`config.mk`:
```
export PLATFORM = sky130hd
export DESIGN_NAME = alu_seq
export DESIGN_NICKNAME = d
export VERILOG_FILES = /design/src/rtl/alu_pkg.sv /design/src/rtl/alu_mul_seq.sv /design/src/rtl/alu_seq.sv
export SDC_FILE = /design/constraint.sdc
export NUM_CORES = 1
export LEC_CHECK = 0
export ABC_AREA = 1
export CORE_MARGIN = 4
export CORE_UTILIZATION = 57
export CTS_CLUSTER_DIAMETER = 80
export DETAILED_ROUTE_END_ITERATION = 10
export PLACE_DENSITY = 0.79
export SETUP_SLACK_MARGIN = 0.5
export SLEW_MARGIN = 20
export SYNTH_ARGS = -nofsm -noshare
export SYNTH_HDL_FRONTEND = slang
export SYNTH_SLANG_ARGS = --single-unit
```
`constraint.sdc`:
```
create_clock -name clk -period 5.5 [get_ports clk]
set_input_delay 0.825 -clock clk [delete_from_list [all_inputs] [get_ports clk]]
set_output_delay 0.825 -clock clk [all_outputs]
set_load 0.02 [all_outputs]
```
`src/rtl/alu_pkg.sv`:
```
// Shared definitions for the handshaked execute-stage ALU.
// Latency: n/a (constants and types only).
// Backpressure: n/a.
package alu_pkg;

    // Opcodes carried on ALUcontrol
    localparam logic [3:0] ALU_AND  = 4'b0000;
    localparam logic [3:0] ALU_OR   = 4'b0001;
    localparam logic [3:0] ALU_ADD  = 4'b0010;
    localparam logic [3:0] ALU_SLTU = 4'b0011;
    localparam logic [3:0] ALU_SUB  = 4'b0110;
    localparam logic [3:0] ALU_SLT  = 4'b0111;
    localparam logic [3:0] ALU_SLL  = 4'b1000;
    localparam logic [3:0] ALU_SRL  = 4'b1001;
    localparam logic [3:0] ALU_MUL  = 4'b1010;
    localparam logic [3:0] ALU_SRA  = 4'b1011;
    localparam logic [3:0] ALU_NOR  = 4'b1100;

    // Control FSM states. ST_MUL is only reachable when the multiplier is built.
    typedef enum logic [1:0] {
        ST_IDLE = 2'd0,
        ST_MUL  = 2'd1,
        ST_DONE = 2'd2
    } alu_state_t;

endpackage

```
`src/rtl/alu_mul_seq.sv`:
```
// Shift-add multiplier producing the low WIDTH bits of a*b.
// Latency: start at edge N -> done high after edge N+WIDTH, cleared on the following edge.
// Backpressure: none; the owner must sample product on the cycle done is high.
// Ports: clk, rst (sync, active-low), start (load a/b), a, b, done, product.
module alu_mul_seq #(
    parameter int WIDTH = 32
) (
    input  logic             clk,
    input  logic             rst,
    input  logic             start,
    input  logic [WIDTH-1:0] a,
    input  logic [WIDTH-1:0] b,
    output logic             done,
    output logic [WIDTH-1:0] product
);

    localparam int CW = $clog2(WIDTH) + 1;

    logic [WIDTH-1:0] mcand;
    logic [WIDTH-1:0] mplier;
    logic [WIDTH-1:0] acc;
    logic [CW-1:0]    cnt;
    logic             busy;

    always_ff @(posedge clk) begin
        if (!rst) begin
            mcand  <= '0;
            mplier <= '0;
            acc    <= '0;
            cnt    <= '0;
            busy   <= 1'b0;
        end else if (start) begin
            mcand  <= a;
            mplier <= b;
            acc    <= '0;
            cnt    <= CW'(WIDTH);
            busy   <= 1'b1;
        end else if (busy) begin
            if (cnt != '0) begin
                // One multiplier bit per cycle; bits shifted past WIDTH cannot reach the low product.
                if (mplier[0]) begin
                    acc <= acc + mcand;
                end
                mcand  <= mcand << 1;
                mplier <= mplier >> 1;
                cnt    <= cnt - CW'(1);
            end else begin
                // Owner takes the product on this edge.
                busy <= 1'b0;
            end
        end
    end

    assign done    = busy && (cnt == '0);
    assign product = acc;

endmodule

```
`src/rtl/alu_seq.sv`:
```
// Handshaked execute-stage ALU with registered result and zero/overflow/carry flags.
// Latency: 1 cycle for single-cycle ops; WIDTH+1 cycles for MUL (only with ALU_SEQ_MUL_EN defined).
// Backpressure: result held stable while out_valid && !out_ready; in_ready = out_ready in DONE.
// Ports: clk, rst (sync, active-low), in_valid/in_ready + A, B, ALUcontrol in;
//        out_valid/out_ready + ALUresult, zero, overflow, carry out.
// Build option: define ALU_SEQ_MUL_EN to include the sequential multiplier (opcode 1010);
//        otherwise 1010 behaves as an unknown opcode.
module alu_seq
    import alu_pkg::*;
#(
    parameter int WIDTH = 32,
    parameter int SHW   = $clog2(WIDTH)
) (
    input  logic             clk,
    input  logic             rst,
    input  logic             in_valid,
    output logic             in_ready,
    input  logic [WIDTH-1:0] A,
    input  logic [WIDTH-1:0] B,
    input  logic [3:0]       ALUcontrol,
    output logic             out_valid,
    input  logic             out_ready,
    output logic [WIDTH-1:0] ALUresult,
    output logic             zero,
    output logic             overflow,
    output logic             carry
);

    alu_state_t       state;
    logic [WIDTH-1:0] res_q;
    logic             zero_q;
    logic             ovf_q;
    logic             cry_q;

    logic             xfer;
    logic [SHW-1:0]   shamt;
    logic [WIDTH:0]   sum_ext;
    logic [WIDTH:0]   dif_ext;
    logic [WIDTH-1:0] c_res;
    logic             c_ovf;
    logic             c_cry;

    assign shamt = B[SHW-1:0];

    // Combinational single-cycle datapath
    always_comb begin
        sum_ext = {1'b0, A} + {1'b0, B};
        // A + ~B + 1: bit WIDTH is the no-borrow flag
        dif_ext = {1'b0, A} + {1'b0, ~B} + {{WIDTH{1'b0}}, 1'b1};
        c_res   = '0;
        c_ovf   = 1'b0;
        c_cry   = 1'b0;
        case (ALUcontrol)
            ALU_AND:  c_res = A & B;
            ALU_OR:   c_res = A | B;
            ALU_NOR:  c_res = ~(A | B);
            ALU_ADD: begin
                c_res = sum_ext[WIDTH-1:0];
                c_cry = sum_ext[WIDTH];
                c_ovf = (A[WIDTH-1] == B[WIDTH-1]) && (sum_ext[WIDTH-1] != A[WIDTH-1]);
            end
            ALU_SUB: begin
                c_res = dif_ext[WIDTH-1:0];
                c_cry = dif_ext[WIDTH];
                c_ovf = (A[WIDTH-1] != B[WIDTH-1]) && (dif_ext[WIDTH-1] != A[WIDTH-1]);
            end
            ALU_SLT:  c_res = {{(WIDTH-1){1'b0}}, ($signed(A) < $signed(B))};
            ALU_SLTU: c_res = {{(WIDTH-1){1'b0}}, (A < B)};
            ALU_SLL:  c_res = A << shamt;
            ALU_SRL:  c_res = A >> shamt;
            ALU_SRA:  c_res = $unsigned($signed(A) >>> shamt);
            default:  c_res = '0;
        endcase
    end

    // in_ready forced low while reset is asserted
    assign in_ready = rst && ((state == ST_IDLE) || ((state == ST_DONE) && out_ready));
    assign xfer     = in_valid && in_ready;

`ifdef ALU_SEQ_MUL_EN
    logic             mul_start;
    logic             mul_done;
    logic [WIDTH-1:0] mul_prod;

    assign mul_start = xfer && (ALUcontrol == ALU_MUL);

    alu_mul_seq #(
        .WIDTH (WIDTH)
    ) u_mul (
        .clk     (clk),
        .rst     (rst),
        .start   (mul_start),
        .a       (A),
        .b       (B),
        .done    (mul_done),
        .product (mul_prod)
    );
`endif

    always_ff @(posedge clk) begin
        if (!rst) begin
            state  <= ST_IDLE;
            res_q  <= '0;
            zero_q <= 1'b0;
            ovf_q  <= 1'b0;
            cry_q  <= 1'b0;
        end else begin
            case (state)
                ST_IDLE, ST_DONE: begin
                    if (xfer) begin
`ifdef ALU_SEQ_MUL_EN
                        if (mul_start) begin
                            state <= ST_MUL;
                        end else begin
                            state  <= ST_DONE;
                            res_q  <= c_res;
                            zero_q <= (c_res == '0);
                            ovf_q  <= c_ovf;
                            cry_q  <= c_cry;
                        end
`else
                        state  <= ST_DONE;
                        res_q  <= c_res;
                        zero_q <= (c_res == '0);
                        ovf_q  <= c_ovf;
                        cry_q  <= c_cry;
`endif
                    end else if ((state == ST_DONE) && out_ready) begin
                        state <= ST_IDLE;
                    end
                end
`ifdef ALU_SEQ_MUL_EN
                ST_MUL: begin
                    if (mul_done) begin
                        state  <= ST_DONE;
                        res_q  <= mul_prod;
                        zero_q <= (mul_prod == '0);
                        ovf_q  <= 1'b0;
                        cry_q  <= 1'b0;
                    end
                end
`endif
                default: state <= ST_IDLE;
            endcase
        end
    end

    assign out_valid = (state == ST_DONE);
    assign ALUresult = res_q;
    assign zero      = zero_q;
    assign overflow  = ovf_q;
    assign carry     = cry_q;

endmodule
```
* Yosys cells after proc, flatten, opt, wreduce, memory -nomap -nowiden
Index checks and enable logic that the tools add are counted.
** Storage, ports and cells
- RAM bits :: 0
- Register bits :: 36
- Bits in read-only memories :: 0
- Word-level logic and storage cells :: 48
- Memories kept :: 0
- Bits in latches :: 0
- Output and inout bits :: 37
- Input bits :: 72
** Cells by class
- Mux-type cells :: 5
- Equal/unequal tests :: 13
- Bitwise logic cells :: 4
- Add/subtract/negate cells :: 3
- Shift operators :: 3
- Div/mod/pow operators :: 0
- $mul :: 0
- Reduce and logical (&&, ||, !) cells :: 13
- Magnitude comparators :: 2
** Operator list (number)
- case mux 32 bit (10 select lines) :: 1
- adder 32 x 32 -> 33 bit :: 2
- less-than comparator 32 bit :: 2
- NOT 32 bit :: 2
- adder 33 x 1 -> 33 bit (second input constant) :: 1
- AND 32 bit :: 1
- logical NOT 32 bit :: 1
- bitwise OR 32 bit :: 1
- << shifter 32 x 5 -> 32 bit :: 1
- right shift 32 x 5 -> 32 bit :: 1
- >>> shifter 32 x 5 -> 32 bit :: 1
- equality test 4 bit (second input constant) :: 4
- equality test 4 x 2 -> 1 bit (second input constant) :: 2
- equality test 4 x 3 -> 1 bit (second input constant) :: 2
- logical AND 1 bit :: 5
- equality test 4 x 1 -> 1 bit (second input constant) :: 1
- logical NOT 4 bit :: 1
- 2-to-1 mux 2 bit :: 2
- case mux 1 bit (2 select lines) :: 2
- AND reduction 2 bit :: 2
- inequality test 1 bit :: 3
- logical NOT 2 bit :: 1
- nonzero test 2 bit :: 1
- OR reduction 2 bit :: 1
- 2 further kinds :: 2

* Logic depth before layout (Yosys ltp)
- Word-level depth :: 6
- Mapped depth :: 25
- Mapped depth without buffers :: 22

* Least setup slack after synthesis
Ideal clock, no wire load.
- Path kind :: input to register
- Start :: in B[2]
- End :: reg zero_q (netlist: zero)
- Required time :: 5434 ps
- Setup time :: 66 ps
- Path buffers :: 4
- Stages :: 25
- Arrival :: 3162 ps
- Path slack :: 2272 ps
- Cells stage by stage :: buf_4 > inv_2 > buf_2 > buf_2 > ha_1 > buf_4 > inv_2 > nand2_1 > nand2_1 > nand3_1 > nand2_2 > nand2_1 > nand2_1 > nand2_1 > nand3_1 > nand2_1 > nor2_1 > nand2_1 > nor2_1 > nand2_1 > nor2_1 > nand2_1 > nor2_1 > nand2_1 > a21oi_2
** Between the ends
- Cells in the longest elaborated chain, start to end :: 5
** RTL lines
- from (decl) :: RTL line alu_seq.sv:19 : input logic [WIDTH-1:0] B,
- NOT 32 bit :: RTL line alu_seq.sv:49 : dif_ext = {1'b0, A} + {1'b0, ~B} + {{WIDTH{1'b0}}, 1'b1};
- adder 32 x 32 -> 33 bit :: RTL line alu_seq.sv:49
- adder 33 x 1 -> 33 bit :: RTL line alu_seq.sv:49
- case mux 32 bit (10 select lines) (*) :: RTL line alu_seq.sv:53 : case (ALUcontrol)
- logical NOT 32 bit (*) :: RTL line alu_seq.sv:124 : zero_q <= (c_res == '0);
- to (signal assigned) :: RTL line alu_seq.sv:124
- to (decl) :: RTL line alu_seq.sv:31 : logic zero_q;
Every way passes the cells marked *; elsewhere a longest branch is shown, timed or not.
A chain may end at the register's enable or synchronous reset.

* Worst setup path in the final report
- Start :: in B[0]
- End :: reg zero_q (netlist: zero)
Same word-level chain as after synthesis.

==> flow_summary_export.csv <==
group,metric,value,unit
global_route,grt_pass1_wl,81.5,mm
critical_path,r2r_slack,3.32,ns
yosys,synth_ff_type,"dfxtp_1",
clock_tree,clk_pin_slew_worst_paths,0.06,ns
critical_path,crit_end,"zero$_SDFFE_PN0P_",
clock_tree,clock_sink_count,36,
finish,layout_commonest_cell,"nand2_1",
min_path,min-delay-path-class,"reg -> reg",
yosys,syn_inst,2362,
clock_tree,tritoncts,"done",
critical_path,r2r_end,"zero$_SDFFE_PN0P_",
yosys,synth-async-reset-ratio,0,
die,initial_core_util,0.577,
yosys,ys_ff_latch,36,
global_route,grt_use_met3,0.0870,
yosys,synth_nets,2535,
route,drcViolationCount,0,
global_route,grt_max_degree,75,
route,num_vias,16300,
critical_path,path_max_fanout,36,
critical_path,reg2reg_depth,12,
critical_path,crit_arrival,4.43,ns
yosys,synthXorXnorAreaFrac,0.00145,
die,io_pins,109,
route,wl_per_cell,20.4,um
global_route,grt-ovfl-total,0,
clock_tree,cts_max_level,2,
clock_tree,post_cts_buffers,0,
critical_path,critPathLaunchType,"input port",
placed_design,gp_congestion,1.10,
route,drtIter0Drc,2454,
global_route,grtUsageTotal,0.435,
timing,worstMarginPinSlew,0.942,ns
yosys,yosysSeqAreaShare,0.0596,
global_route,antenna_found_initial,0,
timing,tns,0,ns
global_route,grt.met1_usage,0.572,
critical_path,cp-end-kind,"flop",
power_and_ir_drop,ir_worst_vdd,0.118,mV
timing,rsz0062_at_grt,"false",
finish,layout.cells.most_common_list,"nand2_1, nand3_1, inv_1, nor2_1, clkdlybuf4s50_1",
global_route,grt.busiest_layer,"met2",
timing,skew,0.00607,ns
yosys,yosysUniqueCellTypes,48,
yosys,ys_warn_count,0,
yosys,synth_mux_area_frac,0,
critical_path,criticalPathCategory,"in -> reg",
die,die_h,154,um
die,rows,53,
placed_design,dp_hpwl,43.9,mm
clock_tree,cts_root_buf,"clkbuf_16",
route,postRouteAntennaNets,0,
job,timing.max_cap.violations,0,
critical_path,worstPathRequired,5.72,ns
timing,finalCritPeriodShare,0.765,
yosys,synth_top_family_by_area,"simple AND/OR/NAND/NOR gates",
finish,layout-drive-gt1-share,0.0557,
yosys,synth_compound_area_frac,0.0812,
clock_tree,clockBufferDepth,2,
critical_path,reg2reg_from,"state[1]$_SDFFE_PN0P_",
die,die_w,154,um
clock_tree,clk_latency,0.29,ns
yosys,synth_area,0.0121,mm^2
route,routed_wl,54.3,mm
yosys,synth-simple-area-share,0.595,
finish,area_growth,9.09,%
timing,finalSetupViolations,0,
finish,utilization,0.629,
placed_design,io_buffers,108,
power_and_ir_drop,p_leak,7.35,nW
route,via_per_inst,6.13,
power_and_ir_drop,p_per_area,143,mW/mm^2
timing,period_needed,4.21,ns
critical_path,worstSetupStartpoint,"B[0]",
route,first_pass_iters,9,
timing,clock.fmax,238,MHz
global_route,grt_pass1_vias,14600,
global_route,use_met2,0.702,
timing,hold_viol,0,
clock_tree,cts_buffers,5,
die,core_area,0.0210,mm^2
die,die_area,0.0236,mm^2
yosys,synth-edff-count,0,
run_status,outcome,"complete, no violations",
finish,layout.nets,2560,
yosys,avgSynthCellArea,5.12,um^2
clock_tree,ctsResizeCount,0,
timing,finalMaxSlewViolations,0,
timing,relSlewSlack,0.370,
yosys,synth_adder_area_share,0.106,
clock_tree,ctsHoldBuffers,0,
## power by group
| group | internal [mW] | switching, mW | total (mW) | leakage [nW] |
|---|---|---|---|---|
| Clock | 0.213 | 0.126 | 0.340 | 0.0798 |
| Sequential | 0.284 | 0.0143 | 0.298 | 0.298 |
| Combinational | 0.385 | 0.864 | 1.25 | 6.97 |
| Total | 0.882 | 1.00 | 1.89 | 7.35 |
## worst max-delay path, cell delays in order
cell,delay [ns]
clkdlybuf4s50_1,0.45
buf_4,0.39
ha_1,0.41
fa_1,0.29
nand2_1,0.09
nand3_1,0.20
nand3_1,0.14
nand2_1,0.17
nand2_1,0.10
nand3_1,0.09
nand2_1,0.06
nor3_1,0.32
nand3_1,0.17
nor2_1,0.12
nand2_1,0.07
nor2_1,0.18
nand2_1,0.09
nor2_1,0.09
nand2_1,0.07
a21oi_2,0.10
## worst min path at each step
stage	startpoint	slack (ns)	cells past startpoint	endpoint
finish	ALUresult[4]$_SDFFE_PN0P_	0.46	2	ALUresult[4]$_SDFFE_PN0P_
global route	ALUresult[4]$_SDFFE_PN0P_	0.49	2	ALUresult[4]$_SDFFE_PN0P_
CTS	ALUresult[4]$_SDFFE_PN0P_	0.46	2	ALUresult[4]$_SDFFE_PN0P_
detailed placement	ALUresult[4]$_SDFFE_PN0P_	0.45	2	ALUresult[4]$_SDFFE_PN0P_
global placement	ALUresult[20]$_SDFFE_PN0P_	0.44	2	ALUresult[20]$_SDFFE_PN0P_
floorplan	ALUresult[25]$_SDFFE_PN0P_	0.53	2	ALUresult[25]$_SDFFE_PN0P_
## flip-flops by register name (all words and copies together) (netlist names)
register	flops
ALUresult	32
carry	1
state	1
zero	1
overflow	1
## cell families (layout without fill, tap and decap cells)
| family | count (synthesis) | count (layout) |
|---|---|---|
| fa+ha+maj | 101 | 101 |
| other cells | 0 | 1 |
| xor+xnor | 2 | 2 |
| buf+inv | 447 | 473 |
| flops | 36 | 36 |
| simple gates | 1596 | 1596 |
| compound gates | 180 | 180 |
## cells in the mapped netlist, types with 19 or more instances
master / n / area share
a21oi_1: 88 / 0.036
buf_2: 49 / 0.020
clkbuf_1: 20 / 0.0062
dfxtp_1: 36 / 0.060
ha_1: 99 / 0.10
inv_1: 318 / 0.099
nand2_1: 741 / 0.23
nand2_2: 27 / 0.014
nand2_4: 19 / 0.018
nand3_1: 500 / 0.21
nand3_2: 22 / 0.018
nand4_1: 38 / 0.020
nor2_1: 201 / 0.062
o21ai_0: 44 / 0.018
## layout make-up
| class | instances | area [um^2] |
|---|---|---|
| antenna | 1 | 2.50 |
| clock buffer | 5 | 125 |
| clock inverter | 3 | 42.5 |
| fill | 2243 | 7770 |
| inverter | 341 | 1290 |
| multi-input combinational | 1879 | 9480 |
| sequential | 36 | 721 |
| tap | 275 | 344 |
| timing repair buffer | 124 | 1190 |
## through the flow
stage / cells / power [mW] / hold slack [ns] / worst slack, ns / cell area [um^2]
global route: 2663 / 1.99 / 0.487 / 1.08 / 13200
floorplan: 2362 / 1.10 / 0.533 / 2.27 / 12100
global placement: 2655 / 1.48 / 0.443 / 1.18 / 13000
finish: 2664 / 1.89 / 0.457 / 1.29 / 13200
detailed placement: 2655 / 1.49 / 0.451 / 1.17 / 13000
CTS: 2663 / 1.83 / 0.459 / 1.44 / 13200
## layer usage
metal / wire, um / share of wire
met1: 20500 / 0.38
met2: 23600 / 0.44
met3: 7160 / 0.13
met4: 2930 / 0.054
met5: 0 / 0
Power figures use the tool's default switching activity.
==> patch (same flow settings) <==
Encoding of `alu_state_t`: now one-hot (3 bits for 3 states).
--- a/src/rtl/alu_pkg.sv
+++ b/src/rtl/alu_pkg.sv
@@ -19,6 +19,6 @@
     // Control FSM states. ST_MUL is only reachable when the multiplier is built.
-    typedef enum logic [1:0] {
-        ST_IDLE = 2'd0,
-        ST_MUL  = 2'd1,
-        ST_DONE = 2'd2
+    typedef enum logic [2:0] {
+        ST_IDLE = 3'b001,
+        ST_MUL  = 3'b010,
+        ST_DONE = 3'b100
     } alu_state_t;
Function: same outputs for any inputs over 10 cycles, from zero or initial values and one cycle with rst low; not proved beyond that.
==> patch against the unedited design <==
- power grew 0.58%
- area after synthesis shrank 1.2%
- design area shrank 0.72%
- clock power shrank 13%
- sequential cell count grew 1
- worst setup slack lost 0.45 ns
- routed wire length grew 2.2%
- critical endpoint unchanged
- largest power group unchanged
- highest routed layer unchanged
==> patch: results (changes against the unedited design) <==
stage,metric,value,unit,change
layout,nets,2577,,was 2560
layout,n_all_buffers,129,,was 124
setup_path,crit_arrival,4.88,ns,was 4.43 ns
layout,stdcell_count,2674,,was 2664
global_route,track_usage,45.38,%,was 43.52%
timing,slew-limit-headroom,24.91,%,was 37.03%
placement,dp_hpwl,45320,um,was 43910 um
layout,clkCellAreaFrac,1.118,%,was 1.271%
global_route,grt_max_degree,74,,was 75
synthesis,synth.top_cell.area_share,23.52,%,was 23.01%
route,drt-total-wl,55490,um,was 54280 um
synthesis,synthCells,2374,,was 2362
layout,n_fill_cell,2151,,was 2243
route,drt-pass1-iter-count,7,,was 9
layout,nonClkBufAreaFrac,9.347,%,was 8.995%
global_route,antenna_found_initial,2,,was 0
layout,layout.comb_gates.multi_input,1873,,was 1879
timing,fin_skew,0.007398,ns,was 0.006072 ns
layout,multi_input_area,0.009296,mm^2,was 0.009478 mm^2
power_and_ir_drop,leakage,7.279,nW,was 7.349 nW
synthesis,synth_seq_cells,37,,was 36
run_status,outcome,finished clean,,unchanged
layout,drive_gt1_share,3.539,%,was 5.570%
global_route,grt_pass1_wl,84660,um,was 81480 um
layout,n_all_inverters,356,,was 341
layout,num_antenna_cells,2,,was 1
-- patch: cell families (layout without fill, tap and decap cells) --
group	after synthesis	after routing	share of synthesized area, %
fa+ha+maj	103	103	10.92
other cells	0	2	0
simple gates	1575	1575	57.28
flops	37	37	6.205
xor+xnor	2	2	0.1468
buf+inv	464	492	16.04
compound gates	193	193	9.412
-- patch: worst paths after layout --
check / from / end / slack [ns] / depth (start not counted)
min: state[2]$_SDFFE_PN0P_ / state[2]$_SDFFE_PN0P_ / 0.51 / 2
max reg2reg: state[0]$_SDFFE_PN1P_ / carry$_SDFFE_PN0P_ / 2.72 / 12
min reg2reg: state[2]$_SDFFE_PN0P_ / state[2]$_SDFFE_PN0P_ / 0.51 / 2
max: ALUcontrol[3] / zero$_SDFFE_PN0P_ / 0.84 / 13
-- patch: metal layers --
metal  share of wire (%)  GRT usage (%)  routed length (um)  vias up
met3                  14          10.99                7607      320
met5                   0              0                   0        -
met1                  36          56.77               20000     7296
li1                    -              -                   -     7656
met2                  42          71.34               23560     1268
met4                 7.8          25.67                4331        0
-- patch: stage by stage --
step	cell area [um^2]	worst slack [ns]	util (%)	hold slack [ns]
after floorplan	11940	2.171	-	0.4679
after global placement	12940	1.053	63.34	0.4802
after detailed placement	12940	1.004	63.34	0.4929
after CTS	13090	1.257	64.06	0.5113
after global routing	13090	0.6897	64.06	0.5145
final	13090	0.8425	64.08	0.5089
-- patch: critical path, delay by kind of cell --
| family | cells | cell delay (ns) |
|---|---|---|
| and+or+nand+nor | 11 | 2.40 |
| buffers and inverters | 2 | 1.64 |
-- patch: report_power, final --
part           switching [W]  internal (W)  total, W
combinational       0.000885      0.000400   0.00128
clock               0.000118      0.000178  0.000296
sequential         0.0000194      0.000298  0.000317
